--- src/rtl/truth_table_sweeper.sv ---
// Drives a 4-input gate network through all 16 rows, assembles the
// sampled truth table and compares it against an expected function code.
module truth_table_sweeper #(
  parameter logic [15:0] EXPECTED      = 16'hA960,
  parameter int          SETTLE_CYCLES = 4,
  parameter int          CNT_W         = 8
) (
  input  logic        clk,
  input  logic        rst_n,
  input  logic        start,
  input  logic        abort,
  input  logic        dut_out,
  output logic        in1,
  output logic        in2,
  output logic        in3,
  output logic        in4,
  output logic        busy,
  output logic        done,
  output logic        pass,
  output logic [15:0] signature,
  output logic [4:0]  mismatch_count,
  output logic [3:0]  first_fail_idx,
  output logic        fail_valid
);

  typedef enum logic [1:0] {
    IDLE,
    SETTLE,
    SAMPLE,
    DONE
  } state_t;

  localparam logic [CNT_W-1:0] CNT_LOAD = CNT_W'(SETTLE_CYCLES - 1);

  state_t           state;
  state_t           state_nxt;
  logic             sync_q1;
  logic             sync_out;
  logic [3:0]       idx;
  logic [3:0]       vec;
  logic [CNT_W-1:0] cnt;
  logic [3:0]       bit_pos;
  logic             row_bad;

  assign {in1, in2, in3, in4} = vec;
  assign bit_pos = 4'd15 - idx;
  assign row_bad = sync_out != EXPECTED[bit_pos];

  always_ff @(posedge clk or negedge rst_n) begin
    if (!rst_n) begin
      sync_q1  <= 1'b0;
      sync_out <= 1'b0;
    end else begin
      sync_q1  <= dut_out;
      sync_out <= sync_q1;
    end
  end

  always_ff @(posedge clk or negedge rst_n) begin
    if (!rst_n) state <= IDLE;
    else        state <= state_nxt;
  end

  always_comb begin
    state_nxt = state;
    unique case (state)
      IDLE:
        if (start && !abort) state_nxt = SETTLE;
      SETTLE:
        if (abort)            state_nxt = IDLE;
        else if (cnt == '0)   state_nxt = SAMPLE;
      SAMPLE:
        if (abort)            state_nxt = IDLE;
        else if (idx == 4'hF) state_nxt = DONE;
        else                  state_nxt = SETTLE;
      DONE:
        state_nxt = IDLE;
      default:
        state_nxt = IDLE;
    endcase
  end

  always_ff @(posedge clk or negedge rst_n) begin
    if (!rst_n) begin
      vec            <= '0;
      busy           <= 1'b0;
      done           <= 1'b0;
      pass           <= 1'b0;
      signature      <= '0;
      mismatch_count <= '0;
      first_fail_idx <= '0;
      fail_valid     <= 1'b0;
      cnt            <= '0;
      idx            <= '0;
    end else begin
      done <= 1'b0;
      unique case (state)
        IDLE: begin
          if (start && !abort) begin
            signature      <= '0;
            mismatch_count <= '0;
            first_fail_idx <= '0;
            fail_valid     <= 1'b0;
            pass           <= 1'b0;
            idx            <= '0;
            vec            <= '0;
            cnt            <= CNT_LOAD;
            busy           <= 1'b1;
          end
        end
        SETTLE: begin
          if (abort) begin
            busy <= 1'b0;
            vec  <= '0;
          end else if (cnt != '0) begin
            cnt <= cnt - 1'b1;
          end
        end
        SAMPLE: begin
          if (abort) begin
            busy <= 1'b0;
            vec  <= '0;
          end else begin
            signature[bit_pos] <= sync_out;
            if (row_bad) begin
              mismatch_count <= mismatch_count + 5'd1;
              if (!fail_valid) begin
                first_fail_idx <= idx;
                fail_valid     <= 1'b1;
              end
            end
            if (idx == 4'hF) begin
              // pass must include the row-15 compare happening this cycle
              done <= 1'b1;
              busy <= 1'b0;
              pass <= (mismatch_count == '0) && !row_bad;
            end else begin
              idx <= idx + 4'd1;
              vec <= idx + 4'd1;
              cnt <= CNT_LOAD;
            end
          end
        end
        DONE: ;
        default: ;
      endcase
    end
  end

endmodule

--- config.mk ---
export PLATFORM = sky130hd
export DESIGN_NAME = truth_table_sweeper
export DESIGN_NICKNAME = d
export VERILOG_FILES = /design/src/rtl/truth_table_sweeper.sv
export SDC_FILE = /design/constraint.sdc
export NUM_CORES = 1
export LEC_CHECK = 0
export CAP_MARGIN = 20
export CELL_PAD_IN_SITES_DETAIL_PLACEMENT = 0
export CELL_PAD_IN_SITES_GLOBAL_PLACEMENT = 1
export CORE_MARGIN = 1
export CORE_UTILIZATION = 40
export DETAILED_ROUTE_END_ITERATION = 10
export HOLD_SLACK_MARGIN = 0.06
export PLACE_DENSITY_LB_ADDON = 0.1
export REMOVE_ABC_BUFFERS = 1
export SYNTH_ARGS = -nofsm -noshare
export SYNTH_HDL_FRONTEND = slang
export SYNTH_SLANG_ARGS = --single-unit
export TNS_END_PERCENT = 50
--- constraint.sdc ---
create_clock -name clk -period 4.5 [get_ports clk]
set_clock_uncertainty 0.2 [all_clocks]
set_input_delay 1.125 -clock clk [delete_from_list [all_inputs] [get_ports clk]]
set_output_delay 1.125 -clock clk [all_outputs]
set_load 0.01 [all_outputs]
==> flow_metrics.tcl <==
set metrics [dict create \
    post_route_cells_drive_above_1_share_pct 8.62 \
    grt_setup_unrepaired "no" \
    timing.reg2reg.worst_path_depth 6 \
    die_y_um 84.2 \
    floorplan.die.width_um 84.2 \
    clock_sink_count 49 \
    synth.top_cells.by_count "sky130_fd_sc_hd__dfrtp_1 (49), sky130_fd_sc_hd__o21ai_0 (42), sky130_fd_sc_hd__a21oi_1 (27), sky130_fd_sc_hd__nand2_1 (22), sky130_fd_sc_hd__inv_1 (19)" \
    max_slew.worst_pin.slew_ns 0.991 \
    worstSkewPairLatency_ns 0.30 \
    synthMostInstantiatedCell "sky130_fd_sc_hd__dfrtp_1" \
    detail_route.first_pass.iterations 8 \
    place_hpwl_um 4420 \
    worstHoldPathType "register to register" \
    ys_async_sr_fraction_pct 100 \
    worst_setup_path_start_kind "primary input" \
    post_cts_setup_driven_buffer_insertion_count 0 \
    grt_first_pass_wirelength_um 10800 \
    drv_slew 0 \
    power-per-cell-area_nw_per_um2 333 \
    dominantRegCellSynth "sky130_fd_sc_hd__dfrtp_1" \
    avgRoutedWirePerCell_um 15.4 \
    hold_vio_cnt_final 0 \
    synth_enable_flop_cells 0 \
    overflow 0 \
    ys_seq_area_share_pct 45.3 \
    place_congestion 0.807 \
    postSynthRegisterBits 49 \
    vias_per_cell 5.64 \
    wl_met1_um 3160 \
    setup.worst_path.class "primary input to register" \
    top_layer_used "met4" \
    ios 38 \
    synth.top_cell.area_share_pct 45.3 \
    detailroute.via_count 2266 \
    crit_path_end_kind "register" \
    antenna-diode-count 0 \
    cts.root.buffer_cell "sky130_fd_sc_hd__clkbuf_8" \
    tritoncts "done" \
    cpPeakStageDelay_ns 0.61 \
    cts.reportedPaths.clkPinSlew_ns 0.10 \
    netlist.top_cell.by_area "sky130_fd_sc_hd__dfrtp_1" \
    antenna_left 0 \
    antenna_violations_before_repair 0 \
    clock.fmax_ghz 0.316 \
    design.die.area_um2 7100 \
    max_slew_margin_pct 34.0 \
    row_count 29 \
    critPathSlowestCell "sky130_fd_sc_hd__or2_1" \
    static-leakage-power_nw 1.41 \
    final.fill_count 623 \
    totalWireLength_um 6190 \
    global_router_s_overall_resource_usage_pct 18.8 \
    syn_area_um2 2710 \
    finalPower_mw 1.09 \
    regToRegEndpoint "mismatch_count[2]$_DFFE_PN0P_" \
    area.growth.synth_to_final_pct 20.4 \
    setup_viol_count_final 0 \
    drv_cap 0 \
    cp_max_fo 34 \
    crit_required_ns 4.49 \
    run_status "finished, violations left" \
    floorplan.initialDensity_pct 42.1 \
    failed_checks "DRC" \
    post-route-drc-count 6 \
    largest_voltage_drop_on_the_vdd_net_mv 0.224 \
    yosys_warnings 0 \
    min_delay_worst_endpoint "sync_out$_DFF_PN0_" \
    cts_buffer_depth 2 \
    route.met3.wl_um 185 \
    synth_cell_type_count 51 \
    min_period_ns 3.17 \
    worst_ep_arrival_time_ns 3.16 \
    timing.reg2reg.setup_slack_ns 1.53 \
    final_min_period_over_clock_period_pct 70.4 \
    critical_path.cell_chain "clkdlybuf4s50_1 > mux2i_1 > or2_1 > a31o_2 > a221o_1" \
    finalNetCount 341 \
    postCtsHoldBufs 0 \
    critical_path.reg2reg.startpoint "state[0]$_DFFE_PN0P_" \
    drt_iter0_drc 131 \
    cts.repair.resized 0 \
    grt_max_degree 35 \
    floorplan.core_area_um2 6420 \
    route.met2.wl_um 2810 \
    cts_htree_levels 2 \
    place.port_buffers 37 \
    cts_made_buffers 5 \
    hold_start "sync_q1$_DFF_PN0_" \
    first_global_vias 2228 \
    hold-path-cell-count 0 \
    timing.setup.tns_ns 0 \
    synth.area.top_cells "sky130_fd_sc_hd__dfrtp_1 (45%), sky130_fd_sc_hd__o21ai_0 (7.8%), sky130_fd_sc_hd__ha_1 (5.6%), sky130_fd_sc_hd__a21oi_1 (5.0%), sky130_fd_sc_hd__nand2_1 (3.1%)" \
    syn_inst 289 \
    synthesis.area_per_instance_um2 9.36 \
]
-- flip-flops by register name (all words and copies together), names as in the netlist --
signal,count
busy,1
idx,4
first_fail_idx,4
sync_q1,1
fail_valid,1
done,1
signature,16
sync_out,1
mismatch_count,5
vec,4
pass,1
cnt,8
state,2
-- cells by family (layout without fill, tap and decap cells) --
logic type                 after synthesis  after routing  share of synthesized area [%]
AOI/OAI and AO/OA                      105            105                           24.0
xor gates and xnor gates                 4              4                           1.30
adders and majority gates               12             12                           5.55
buffers and inverters                   32             68                           4.72
DFF                                     49             49                           45.3
muxes                                    9              9                           3.70
and+or+nand+nor                         78             78                           15.4
-- worst max-delay path: cells and delay by family --
family / cells / cell delay (ns)
compound gates: 2 / 0.80
buf+inv: 1 / 0.52
mux: 1 / 0.11
simple gates: 1 / 0.61
-- stage by stage --
stage / setup WS, ns / util [%] / cell area [µm²] / cells / hold WS, ns
2_1_floorplan: 1.86 / - / 2650 / 277 / 0.131
3_3_place_gp: 1.04 / 48.8 / 3140 / 394 / 0.137
3_5_place_dp: 1.00 / 48.8 / 3140 / 394 / 0.139
4_1_cts: 1.34 / 50.7 / 3260 / 402 / 0.159
5_1_grt: 1.18 / 50.7 / 3260 / 402 / 0.185
6_report: 1.33 / 50.7 / 3260 / 402 / 0.155
-- where the power goes --
group,total (mW),switching [mW],internal [mW]
clock,0.332,0.151,0.181
combinational,0.259,0.162,0.0973
sequential,0.494,0.0265,0.467
total,1.09,0.340,0.746
-- final cells by class --
type	count	area, µm²	share of cell area, %
Timing Repair Buffer	40	388	11.9
Clock inverter	2	37.5	1.15
Inverter	20	75.1	2.31
Sequential cell	49	1230	37.6
Multi-Input combinational cell	208	1350	41.5
Tap cell	77	96.3	2.96
Clock buffer	6	82.6	2.54
-- per-layer routing --
| metal | up-vias | GRT usage (%) |
|---|---|---|
| met1 | 1107 | 27.0 |
| li1 | 1118 | - |
| met4 | 0 | 4.55 |
| met3 | 2 | 4.03 |
| met5 | - | 0 |
| met2 | 39 | 29.0 |
-- worst max-delay path by stage --
stage,from,endpoint,slack (ns),cells after the start
finish,start,mismatch_count[2]$_DFFE_PN0P_,1.33,5
global route,start,first_fail_idx[0]$_DFFE_PN0P_,1.18,5
CTS,start,mismatch_count[2]$_DFFE_PN0P_,1.34,5
detailed placement,start,mismatch_count[2]$_DFFE_PN0P_,1.00,5
global placement,start,mismatch_count[2]$_DFFE_PN0P_,1.04,5
floorplan,start,mismatch_count[2]$_DFFE_PN0P_,1.86,4
-- layout by cell type (no fill, tap or decap), types with 3 or more instances in the layout --
cell	netlist	final
sky130_fd_sc_hd__a2111oi_0	4	4
sky130_fd_sc_hd__a211oi_1	3	3
sky130_fd_sc_hd__a21o_1	3	3
sky130_fd_sc_hd__a21oi_1	27	27
sky130_fd_sc_hd__a22o_1	5	5
sky130_fd_sc_hd__and2_1	4	4
sky130_fd_sc_hd__buf_4	0	3
sky130_fd_sc_hd__clkbuf_8	0	6
sky130_fd_sc_hd__clkdlybuf4s50_1	0	36
sky130_fd_sc_hd__dfrtp_1	49	49
sky130_fd_sc_hd__ha_1	12	12
sky130_fd_sc_hd__inv_1	19	19
sky130_fd_sc_hd__mux2_2	4	4
sky130_fd_sc_hd__mux2i_1	4	4
sky130_fd_sc_hd__nand2_1	22	22
sky130_fd_sc_hd__nand2b_1	5	5
sky130_fd_sc_hd__nand3_1	10	10
sky130_fd_sc_hd__nand4_1	3	3
sky130_fd_sc_hd__nor2_1	9	9
sky130_fd_sc_hd__nor2b_1	7	7
sky130_fd_sc_hd__o211ai_1	4	4
sky130_fd_sc_hd__o21ai_0	42	42
sky130_fd_sc_hd__xnor2_1	3	3
Note: power is estimated with default switching activity, not from simulation.
